==> src/rtl/spi_apb_bridge.sv <==
// APB slave front end that fans one APB target out to NUM_PORTS register ports,
// with address/privilege decode, per-transfer timeout, protocol checking and sticky error capture.
module spi_apb_bridge #(
    parameter int unsigned                APB_DATA_WIDTH = 32,
    parameter int unsigned                APB_ADDR_WIDTH = 32,
    parameter int unsigned                NUM_PORTS      = 4,
    parameter int unsigned                PORT_ADDR_BITS = 8,
    parameter logic [APB_ADDR_WIDTH-1:0]  BASE_ADDR      = '0,
    parameter logic [NUM_PORTS-1:0]       PRIV_MASK      = '0,
    parameter int unsigned                TIMEOUT_CYCLE  = 64
) (
    input  logic                                apb_clk_in,
    input  logic                                apb_rstn_in,
    input  logic [APB_ADDR_WIDTH-1:0]           apb_addr_in,
    input  logic                                apb_psel_in,
    input  logic                                apb_penable_in,
    input  logic                                apb_write_in,
    input  logic [APB_DATA_WIDTH-1:0]           apb_wdata_in,
    input  logic [APB_DATA_WIDTH/8-1:0]         apb_strb_in,
    input  logic [2:0]                          apb_prot_in,
    output logic [APB_DATA_WIDTH-1:0]           apb_rdata_out,
    output logic                                apb_ready_out,
    output logic                                apb_slverr_out,
    output logic [NUM_PORTS-1:0]                other_sel_out,
    output logic [PORT_ADDR_BITS-1:0]           other_addr_out,
    output logic                                other_write_out,
    output logic [APB_DATA_WIDTH-1:0]           other_wdata_out,
    output logic [APB_DATA_WIDTH/8-1:0]         other_strb_out,
    output logic [2:0]                          other_prot_out,
    input  logic [NUM_PORTS*APB_DATA_WIDTH-1:0] other_rdata_in,
    input  logic [NUM_PORTS-1:0]                other_ready_in,
    input  logic [NUM_PORTS-1:0]                other_error_in,
    input  logic                                err_clr_in,
    output logic [1:0]                          last_err_code_out,
    output logic [APB_ADDR_WIDTH-1:0]           last_err_addr_out,
    output logic [7:0]                          err_count_out,
    output logic [1:0]                          dbg_state_out
);
    localparam int unsigned IDX_W     = (NUM_PORTS > 1) ? $clog2(NUM_PORTS) : 1;
    localparam int unsigned CNT_W     = $clog2(TIMEOUT_CYCLE + 1);
    localparam int unsigned UPPER_LSB = PORT_ADDR_BITS + IDX_W;
    localparam int unsigned SW        = APB_DATA_WIDTH / 8;
    localparam logic [CNT_W-1:0] TO_LAST = CNT_W'(TIMEOUT_CYCLE - 1);

    typedef enum logic [1:0] {ST_IDLE = 2'd0, ST_ACCESS = 2'd1, ST_RESP = 2'd2} state_e;

    state_e                     state_q, state_d;
    logic [APB_ADDR_WIDTH-1:0]  addr_q, addr_d;
    logic                       write_q, write_d;
    logic [APB_DATA_WIDTH-1:0]  wdata_q, wdata_d;
    logic [SW-1:0]              strb_q, strb_d;
    logic [2:0]                 prot_q, prot_d;
    logic                       dec_err_q, dec_err_d;
    logic [NUM_PORTS-1:0]       sel_q, sel_d;
    logic [CNT_W-1:0]           cnt_q, cnt_d;
    logic [APB_DATA_WIDTH-1:0]  rdata_q, rdata_d;
    logic                       ready_q, ready_d;
    logic                       slverr_q, slverr_d;
    logic [1:0]                 err_code_q, err_code_d;
    logic [APB_ADDR_WIDTH-1:0]  err_addr_q, err_addr_d;
    logic [7:0]                 err_cnt_q, err_cnt_d;

    logic [IDX_W-1:0]           idx_w;
    logic [APB_ADDR_WIDTH-1:0]  upper_diff;
    logic [NUM_PORTS-1:0]       sel_new;
    logic                       priv_bad, dec_err;
    logic                       sel_ready, sel_error, proto_bad;
    logic [APB_DATA_WIDTH-1:0]  sel_rdata;
    logic                       xfer_done, xfer_fail;
    logic [1:0]                 fail_code;

    assign idx_w      = apb_addr_in[PORT_ADDR_BITS +: IDX_W];
    assign upper_diff = (apb_addr_in ^ BASE_ADDR) >> UPPER_LSB;

    // An index that matches no port leaves sel_new empty, which doubles as the out-of-range check.
    always_comb begin
        sel_new  = '0;
        priv_bad = 1'b0;
        for (int i = 0; i < NUM_PORTS; i++) begin
            if (idx_w == IDX_W'(i)) begin
                sel_new[i] = 1'b1;
                priv_bad   = PRIV_MASK[i] & ~apb_prot_in[0];
            end
        end
        dec_err = (|upper_diff) | ~(|sel_new) | priv_bad;
    end

    // Downstream handshake: a port completes the transfer in any cycle where its sel and ready are
    // both high; its error and rdata are sampled in that same cycle, ready/error of other ports are masked.
    always_comb begin
        sel_rdata = '0;
        for (int i = 0; i < NUM_PORTS; i++) begin
            if (sel_q[i]) sel_rdata = sel_rdata | other_rdata_in[i*APB_DATA_WIDTH +: APB_DATA_WIDTH];
        end
        sel_ready = |(sel_q & other_ready_in);
        sel_error = |(sel_q & other_ready_in & other_error_in);
        proto_bad = !apb_psel_in || !apb_penable_in || (apb_addr_in != addr_q) ||
                    (apb_write_in != write_q) || (apb_strb_in != strb_q) ||
                    (apb_prot_in != prot_q) || (write_q && (apb_wdata_in != wdata_q));
    end

    always_comb begin
        state_d    = state_q;
        addr_d     = addr_q;
        write_d    = write_q;
        wdata_d    = wdata_q;
        strb_d     = strb_q;
        prot_d     = prot_q;
        dec_err_d  = dec_err_q;
        sel_d      = sel_q;
        cnt_d      = cnt_q;
        rdata_d    = '0;
        ready_d    = 1'b0;
        slverr_d   = 1'b0;
        err_code_d = err_code_q;
        err_addr_d = err_addr_q;
        err_cnt_d  = err_cnt_q;
        xfer_done  = 1'b0;
        xfer_fail  = 1'b0;
        fail_code  = 2'd0;
        unique case (state_q)
            ST_IDLE: begin
                if (apb_psel_in && !apb_penable_in) begin
                    addr_d    = apb_addr_in;
                    write_d   = apb_write_in;
                    wdata_d   = apb_wdata_in;
                    strb_d    = apb_strb_in;
                    prot_d    = apb_prot_in;
                    dec_err_d = dec_err;
                    sel_d     = dec_err ? '0 : sel_new;
                    cnt_d     = '0;
                    state_d   = ST_ACCESS;
                end
            end
            ST_ACCESS: begin
                if (proto_bad) begin
                    xfer_done = 1'b1; xfer_fail = 1'b1; fail_code = 2'd3;
                end else if (dec_err_q) begin
                    xfer_done = 1'b1; xfer_fail = 1'b1; fail_code = 2'd1;
                end else if (sel_ready) begin
                    xfer_done = 1'b1;
                    if (sel_error) begin
                        xfer_fail = 1'b1; fail_code = 2'd2;
                    end else if (!write_q) begin
                        rdata_d = sel_rdata;
                    end
                end else if (cnt_q == TO_LAST) begin
                    xfer_done = 1'b1; xfer_fail = 1'b1; fail_code = 2'd3;
                end else begin
                    cnt_d = cnt_q + 1'b1;
                end
                if (xfer_done) begin
                    sel_d    = '0;
                    cnt_d    = '0;
                    ready_d  = 1'b1;
                    slverr_d = xfer_fail;
                    state_d  = ST_RESP;
                end
            end
            ST_RESP: state_d = ST_IDLE;
            default: state_d = ST_IDLE;
        endcase
        // A new error in the same cycle as a clear restarts the count at one.
        if (xfer_fail) begin
            err_code_d = fail_code;
            err_addr_d = addr_q;
            err_cnt_d  = err_clr_in ? 8'd1 : ((err_cnt_q == 8'hFF) ? 8'hFF : err_cnt_q + 8'd1);
        end else if (err_clr_in) begin
            err_code_d = 2'd0;
            err_addr_d = '0;
            err_cnt_d  = 8'd0;
        end
    end

    always_ff @(posedge apb_clk_in or negedge apb_rstn_in) begin
        if (!apb_rstn_in) begin
            state_q    <= ST_IDLE;
            addr_q     <= '0;
            write_q    <= 1'b0;
            wdata_q    <= '0;
            strb_q     <= '0;
            prot_q     <= '0;
            dec_err_q  <= 1'b0;
            sel_q      <= '0;
            cnt_q      <= '0;
            rdata_q    <= '0;
            ready_q    <= 1'b0;
            slverr_q   <= 1'b0;
            err_code_q <= '0;
            err_addr_q <= '0;
            err_cnt_q  <= '0;
        end else begin
            state_q    <= state_d;
            addr_q     <= addr_d;
            write_q    <= write_d;
            wdata_q    <= wdata_d;
            strb_q     <= strb_d;
            prot_q     <= prot_d;
            dec_err_q  <= dec_err_d;
            sel_q      <= sel_d;
            cnt_q      <= cnt_d;
            rdata_q    <= rdata_d;
            ready_q    <= ready_d;
            slverr_q   <= slverr_d;
            err_code_q <= err_code_d;
            err_addr_q <= err_addr_d;
            err_cnt_q  <= err_cnt_d;
        end
    end

    assign apb_rdata_out     = rdata_q;
    assign apb_ready_out     = ready_q;
    assign apb_slverr_out    = slverr_q;
    assign other_sel_out     = sel_q;
    assign other_addr_out    = addr_q[PORT_ADDR_BITS-1:0];
    assign other_write_out   = write_q;
    assign other_wdata_out   = wdata_q;
    assign other_strb_out    = strb_q;
    assign other_prot_out    = prot_q;
    assign last_err_code_out = err_code_q;
    assign last_err_addr_out = err_addr_q;
    assign err_count_out     = err_cnt_q;
    assign dbg_state_out     = state_q;
endmodule
==> config.mk <==
export PLATFORM = sky130hd
export DESIGN_NAME = spi_apb_bridge
export DESIGN_NICKNAME = d
export VERILOG_FILES = /design/src/rtl/spi_apb_bridge.sv
export SDC_FILE = /design/constraint.sdc
export NUM_CORES = 1
export LEC_CHECK = 0
export CAP_MARGIN = 20
export CORE_MARGIN = 3
export CORE_UTILIZATION = 45
export DETAILED_ROUTE_END_ITERATION = 10
export GPL_ROUTABILITY_DRIVEN = 1
export PLACE_DENSITY = 0.82
export REMOVE_ABC_BUFFERS = 1
export SLEW_MARGIN = 20
export SYNTH_ARGS = -nofsm -noshare
export SYNTH_HDL_FRONTEND = slang
export SYNTH_SLANG_ARGS = --single-unit
==> constraint.sdc <==
create_clock -name apb_clk_in -period 5.9 [get_ports apb_clk_in]
set_input_delay 1.475 -clock apb_clk_in [delete_from_list [all_inputs] [get_ports apb_clk_in]]
set_output_delay 1.475 -clock apb_clk_in [all_outputs]
set_load 0.03 [all_outputs]
; Word-level counts from Yosys, hierarchy flattened
; Cells that the tools add are included.
[classes]
n_mux = 56
add_sub_neg = 2
reduce_logical = 22
bitwise = 7
eq_ne = 17
[op_table]
columns = operator, count
row1 = 32-bit two-way mux, 12
row2 = 32-bit OR, 3
row3 = 32-bit inequality test, 2
row4 = 7-bit two-way mux, 6
row5 = 8-bit two-way mux, 4
row6 = 22-bit OR reduction, 1
row7 = 2-bit two-way mux, 10
row8 = 1-bit two-way mux, 18
row9 = 7-bit case mux with 2 select lines, 1
row10 = 4-bit two-way mux, 3
row11 = "3-bit inequality test, second input constant", 4
row12 = 4-bit OR reduction, 3
row13 = "8-bit by 1-bit adder with 8-bit output, second input constant", 1
row14 = 4-bit AND, 2
row15 = "8-bit == test, second input constant", 1
row16 = 4-bit case mux with 2 select lines, 1
row17 = "7-bit by 1-bit adder with 7-bit output, second input constant", 1
row18 = "7-bit by 6-bit == test with 1-bit output, second input constant", 1
row19 = 1-bit logical OR, 6
row20 = 6-bit AND reduction, 1
row21 = "2-bit by 1-bit == test with 1-bit output, second input constant", 2
row22 = "2-bit == test, second input constant", 2
row23 = 2-bit zero test, 2
row24 = "2-bit inequality test, second input constant", 2
row25 = 11 further kinds, 15
[totals]
elab_cells = 119
out_inout_bits = 130
reg_bits = 162
input_bits = 213

; Longest topological paths before layout
[depth]
word_depth = 13
mapped_depth = 11
ltp_nobuf = 9

; Least setup slack after synthesis
; Ideal clock, no wire load.
[synth_timing]
path_kind = in2reg
start = input port apb_addr_in[16]
end = register sel_q[0] (netlist: other_sel_out[0])
slack_ns = 2.558
n_path_buf = 1
t_arrival_ns = 3.214
setup_ns = 0.128
t_required_ns = 5.772
cell_stages = 8
cell_sequence = xor2_1 -> nor4_2 -> or4b_4 -> nor4_4 -> and3_1 -> buf_4 -> nor2_1 -> mux2_1
[synth_between]
elab_chain_len = 10
elab_cells_between_ends = 15
classes_between = eq/ne (2) / mux (5) / bitwise (1) / reduce/logical (7)
[synth_rtl]
columns = item, line
row1 = start: declaration, 14  ; input logic [APB_ADDR_WIDTH-1:0] apb_addr_in,
row2 = 32-bit inequality test, 97  ; proto_bad = !apb_psel_in || !apb_penable_in || (apb_addr_in != addr_q) ||
row3 = 1-bit logical OR (2 in series), 97
row4 = 1-bit logical OR (2 in series), 98  ; (apb_write_in != write_q) || (apb_strb_in != strb_q) ||
row5 = 1-bit logical OR, 99  ; (apb_prot_in != prot_q) || (write_q && (apb_wdata_in != wdata_q));
row6 = 1-bit two-way mux, 136  ; if (proto_bad) begin
row7 = 1-bit two-way mux, 121  ; unique case (state_q)
row8 = 2-bit inequality test (no source line), -
row9 = 3-bit AND reduction (no source line), -
row10 = end signal: assignment, 200  ; sel_q <= sel_d;
row11 = end: declaration, 54  ; logic [NUM_PORTS-1:0] sel_q, sel_d;
; Parallel ways exist; a longest one is shown, timed or not. The select of a mux whose other input is x is not followed.
; A chain may end at the register's enable or synchronous reset.

; Final worst setup path
[layout_timing]
start = input port apb_addr_in[8]
end = register err_cnt_q[7] (netlist: err_count_out[7])
[layout_between]
elab_chain_len = 9
elab_cells_between_ends = 10
classes_between = eq/ne (1) / mux (3) / reduce/logical (6)
[layout_rtl]
columns = item, line
row1 = 32-bit inequality test *, 97
row2 = 1-bit logical OR * (2 in series), 97
row3 = 1-bit logical OR * (2 in series), 98
row4 = 1-bit logical OR *, 99
row5 = 1-bit two-way mux *, 136
row6 = 1-bit two-way mux *, 121
row7 = 8-bit two-way mux or 2-bit nonzero test (tied branches), -
row8 = end signal: assignment, 207  ; err_cnt_q <= err_cnt_d;
row9 = end: declaration, 61  ; logic [7:0] err_cnt_q, err_cnt_d;
; Mark *: on every way between the ends. The rest lies on a longest branch, timed or not.

==> results summary <==
The run finished with clean final reports. Dividing the detail-routed wire length by the instance count gives between 20 and 25 um. The number of sinks on the clock net is around 160. The core area came out at approximately 0.017 mm2.

After synthesis, the share of flip-flops with an asynchronous set or reset is between 90% and 100%. The vias after detailed routing is about 7500. Clock tree synthesis inserted a total of 17 buffers.

The leakage dissipation is slightly below 5 nW. The final weighted congestion of routability-driven global placement is 0.860. The most area-hungry cell type in the Yosys netlist is dfrtp_1. The remaining max-slew budget at the tightest pin is 33.0%. The first global-routing pass estimated between 40 and 50 mm of wire. Counting every instance in the synthesized netlist gives 789. The final standard cell area without fillers is 0.0123 mm2.

The overall global routing resource usage is 27.1%. Of all nets on the critical path, the largest fanout is 39. For this design, the CTS-stage hold fixing added 0 buffers.

The total number of yosys warnings came out at 0. The count of nets left with antenna violations after detail routing came out at 0. The final count of pins violating max slew was 0. IR analysis of the VDD net gives a maximum drop of 0.230 mV. The synthesized area is 0.00813 mm2. The number of failing hold endpoints at the final stage came out at 0.

The number of placed I/O pins came out at between 300 and 400. The smallest hold slack is 0.509 ns. For the worst setup path, the data required time is a little over 6 ns. The ratio of routed vias to standard cells is between 5 and 6.

The die is around 140 um wide. The power density normalized to cell area came out at 277 mW/mm2. The slowest stage of the critical path belongs to the cell clkdlybuf4s50_1. The total negative setup slack came out at 0 ns. The synthesized design contains between 150 and 200 register bits. The tightest min-delay check is of the reg -> reg type. The biggest cell delay along the critical path came out at 0.53 ns.

The initial utilization of the core area, before any placement, comes to around 46%. Once placement finished, the instance area stood at 0.0117 mm2. The post-CTS clock slew at the launch and capture registers of the worst setup and hold paths came out at about 0.06 ns. Setup repair after global routing left no endpoint under its margin. The number of buffers and inverters on the critical path is 2. The final clock period utilization by the worst path came out at 66.4%.

STA classifies the critical path startpoint as a primary input. Static timing analysis puts the maximum clock frequency at about 0.26 GHz. The number of cells upsized or downsized after cts is 0.

Among cell families on the critical path, the largest total delay comes from simple AND/OR/NAND/NOR gates. Entering global routing, the biggest net connects 63 pins. The actual slew at the worst max-slew pin is approximately 1 ns.

Wires add up to 27.3 mm. The mean instance size in the synthesized netlist is around 10 um2. The starting DRC count in detailed routing came out at around 410. The residual overflow from global routing is 0. CTS built an H-tree with a depth of 4. For the worst setup path, the data arrival time is between 4 and 5 ns.

The buffers inserted during post-CTS setup optimization is 0. The later pin in the worst-skew pair is clocked with a latency of about 0.43 ns. The count of unresolved DRC violations after routing came out at 0.

The die area came out at slightly below 0.02 mm2. The top cell type's share of synthesized area is roughly half. The HPWL after detailed placement is 20.3 mm. The count of input and output buffers is roughly 340. Compared with the post-synthesis result, the final layout area differs by 51.5%.

The count of endpoints failing setup in the final report is 0. Traced cell by cell, the critical path runs through clkdlybuf4s50_1 -> xnor2_1 -> nand4_1 -> or4_1 -> nand4bb_1 -> o21ai_4 -> buf_4 -> nor3_1 -> a211oi_1. In this run, synthesis inferred 0 flip-flops with an integrated enable. The number of antenna violations at the first check in global routing came out at 6. The post-route netlist has around an eighth of its cells at a drive strength greater than 1. The critical path capture point type is a register. For this run, the post-layout net count is 1318. By area the synthesized netlist is led by dfrtp_1 50%, mux2_2 10%, a22oi_1 5.9%. Across the run, the number of max-cap violations was 0. The first TritonRoute pass finished after 4 iterations. The die boundary height came out at approximately 140 um. The CTS tree is done. The kind of critical path is in -> reg. The minimum clock period after layout came out at about 3.9 ns. The sequential-to-total area share from yosys stat came out at between 40% and 50%.

Among all flip-flop cells after synthesis, the most frequent one is dfrtp_1. The count of unique library cells instantiated by Yosys is 49. The setup clock skew after layout is roughly 0.014 ns.

The number of global-route vias before repair is 7621. Row generation in the floorplan step produced 48 rows. The clock root buffer is clkbuf_16. Counting along the longest clock path gives a buffer depth of 2. The filler cells instantiated in the layout total 1326.
cells in the mapped netlist, types with 7 or more instances:
master,count
xnor2_1,30
clkbuf_1,42
xor2_1,43
a22oi_1,64
a21oi_1,39
nand3_1,78
dfrtp_1,162
nor4_1,16
nor2_1,49
buf_4,10
o21ai_0,9
and3_1,7
buf_2,8
nor3_1,9
nand2_1,75
nand4_1,18
mux2_2,72
per-layer routing:
metal,vias up,global-route usage (%),routed length (um)
li1,3467,-,-
met1,3652,32.8,10400
met2,334,46.4,13800
met3,44,7.27,2280
met4,2,9.84,762
met5,-,0,18
worst reg2reg max path, delay by kind of cell, from the launching register on:
| kind | cells | cell delay [ns] |
|---|---|---|
| flip-flops | 1 | 0.95 |
| AO/OA/AOI/OAI | 4 | 1.14 |
| buffers and inverters | 2 | 0.68 |
| AND/OR/NAND/NOR | 3 | 0.42 |
metrics by stage:
stage / utilization (%) / setup WS (ns) / cells / power, W
after global routing: 70.4 / 1.79 / 1346 / 0.00355
after global placement: 66.7 / 1.63 / 1307 / 0.00231
after floorplan: - / -5.25 / 728 / 0.00185
after detailed placement: 67.0 / 1.59 / 1309 / 0.00233
final: 70.4 / 1.98 / 1346 / 0.00341
after CTS: 70.3 / 2.01 / 1341 / 0.00344
registers in the layout, indices dropped and copies added, names as in the netlist, 2 cells and up:
register / count
last_err_code_out: 2
other_strb_out: 4
last_err_addr_out: 32
cnt_q: 7
other_prot_out: 3
err_count_out: 8
addr_q: 32
dbg_state_out: 2
other_wdata_out: 32
other_sel_out: 4
apb_rdata_out: 32
placed cells by master, fill, tap and decap left out, drive strengths merged, types with 15 or more instances in the layout:
cell and count:
a21oi 39, buf 15, a22oi 64, nor2 49, nand3 78, mux2 74, nand2 75, nor4 18
clkdlybuf4s50 341, clkbuf 18, dfrtp 162, xnor2 30, xor2 43, nand4 18
logic make-up after synthesis:
group / Yosys count / synth area share (%)
compound gates: 134 / 11.1
flops: 162 / 49.9
xor+xnor: 73 / 7.87
fa+ha+maj: 2 / 0.308
simple gates: 277 / 16.9
buf+inv: 67 / 3.68
mux: 74 / 10.3
final cells by class:
class,count,area [um2],area share (%)
clock buffer,18,439,3.57
tap,225,282,2.29
inverter,6,22.5,0.183
timing repair buffer,356,3560,28.9
sequential,162,4050,32.9
clock inverter,14,149,1.21
antenna,5,12.5,0.102
multi-input combinational,560,3790,30.8
worst paths after layout:
| kind | startpoint | end | slack (ns) | depth (start not counted) |
|---|---|---|---|---|
| max | apb_addr_in[8] | err_count_out[7]$_DFFE_PN0P_ | 1.98 | 9 |
| min | last_err_addr_out[14]$_DFFE_PN0P_ | last_err_addr_out[14]$_DFFE_PN0P_ | 0.51 | 2 |
| max reg2reg | other_sel_out[0]$_DFFE_PN0P_ | err_count_out[7]$_DFFE_PN0P_ | 2.65 | 9 |
| min reg2reg | last_err_addr_out[14]$_DFFE_PN0P_ | last_err_addr_out[14]$_DFFE_PN0P_ | 0.51 | 2 |
| max in group asynchronous | apb_rstn_in | last_err_addr_out[27]$_DFFE_PN0P_ | 3.67 | 2 |
| min in group asynchronous | apb_rstn_in | other_wdata_out[4]$_DFFE_PN0P_ | 1.01 | 1 |
power breakdown:
part | switching [W] | internal, W
registers | 0.000121 | 0.00125
clock network | 0.000487 | 0.000609
logic | 0.000477 | 0.000469
(Power assumes the default switching activity.)
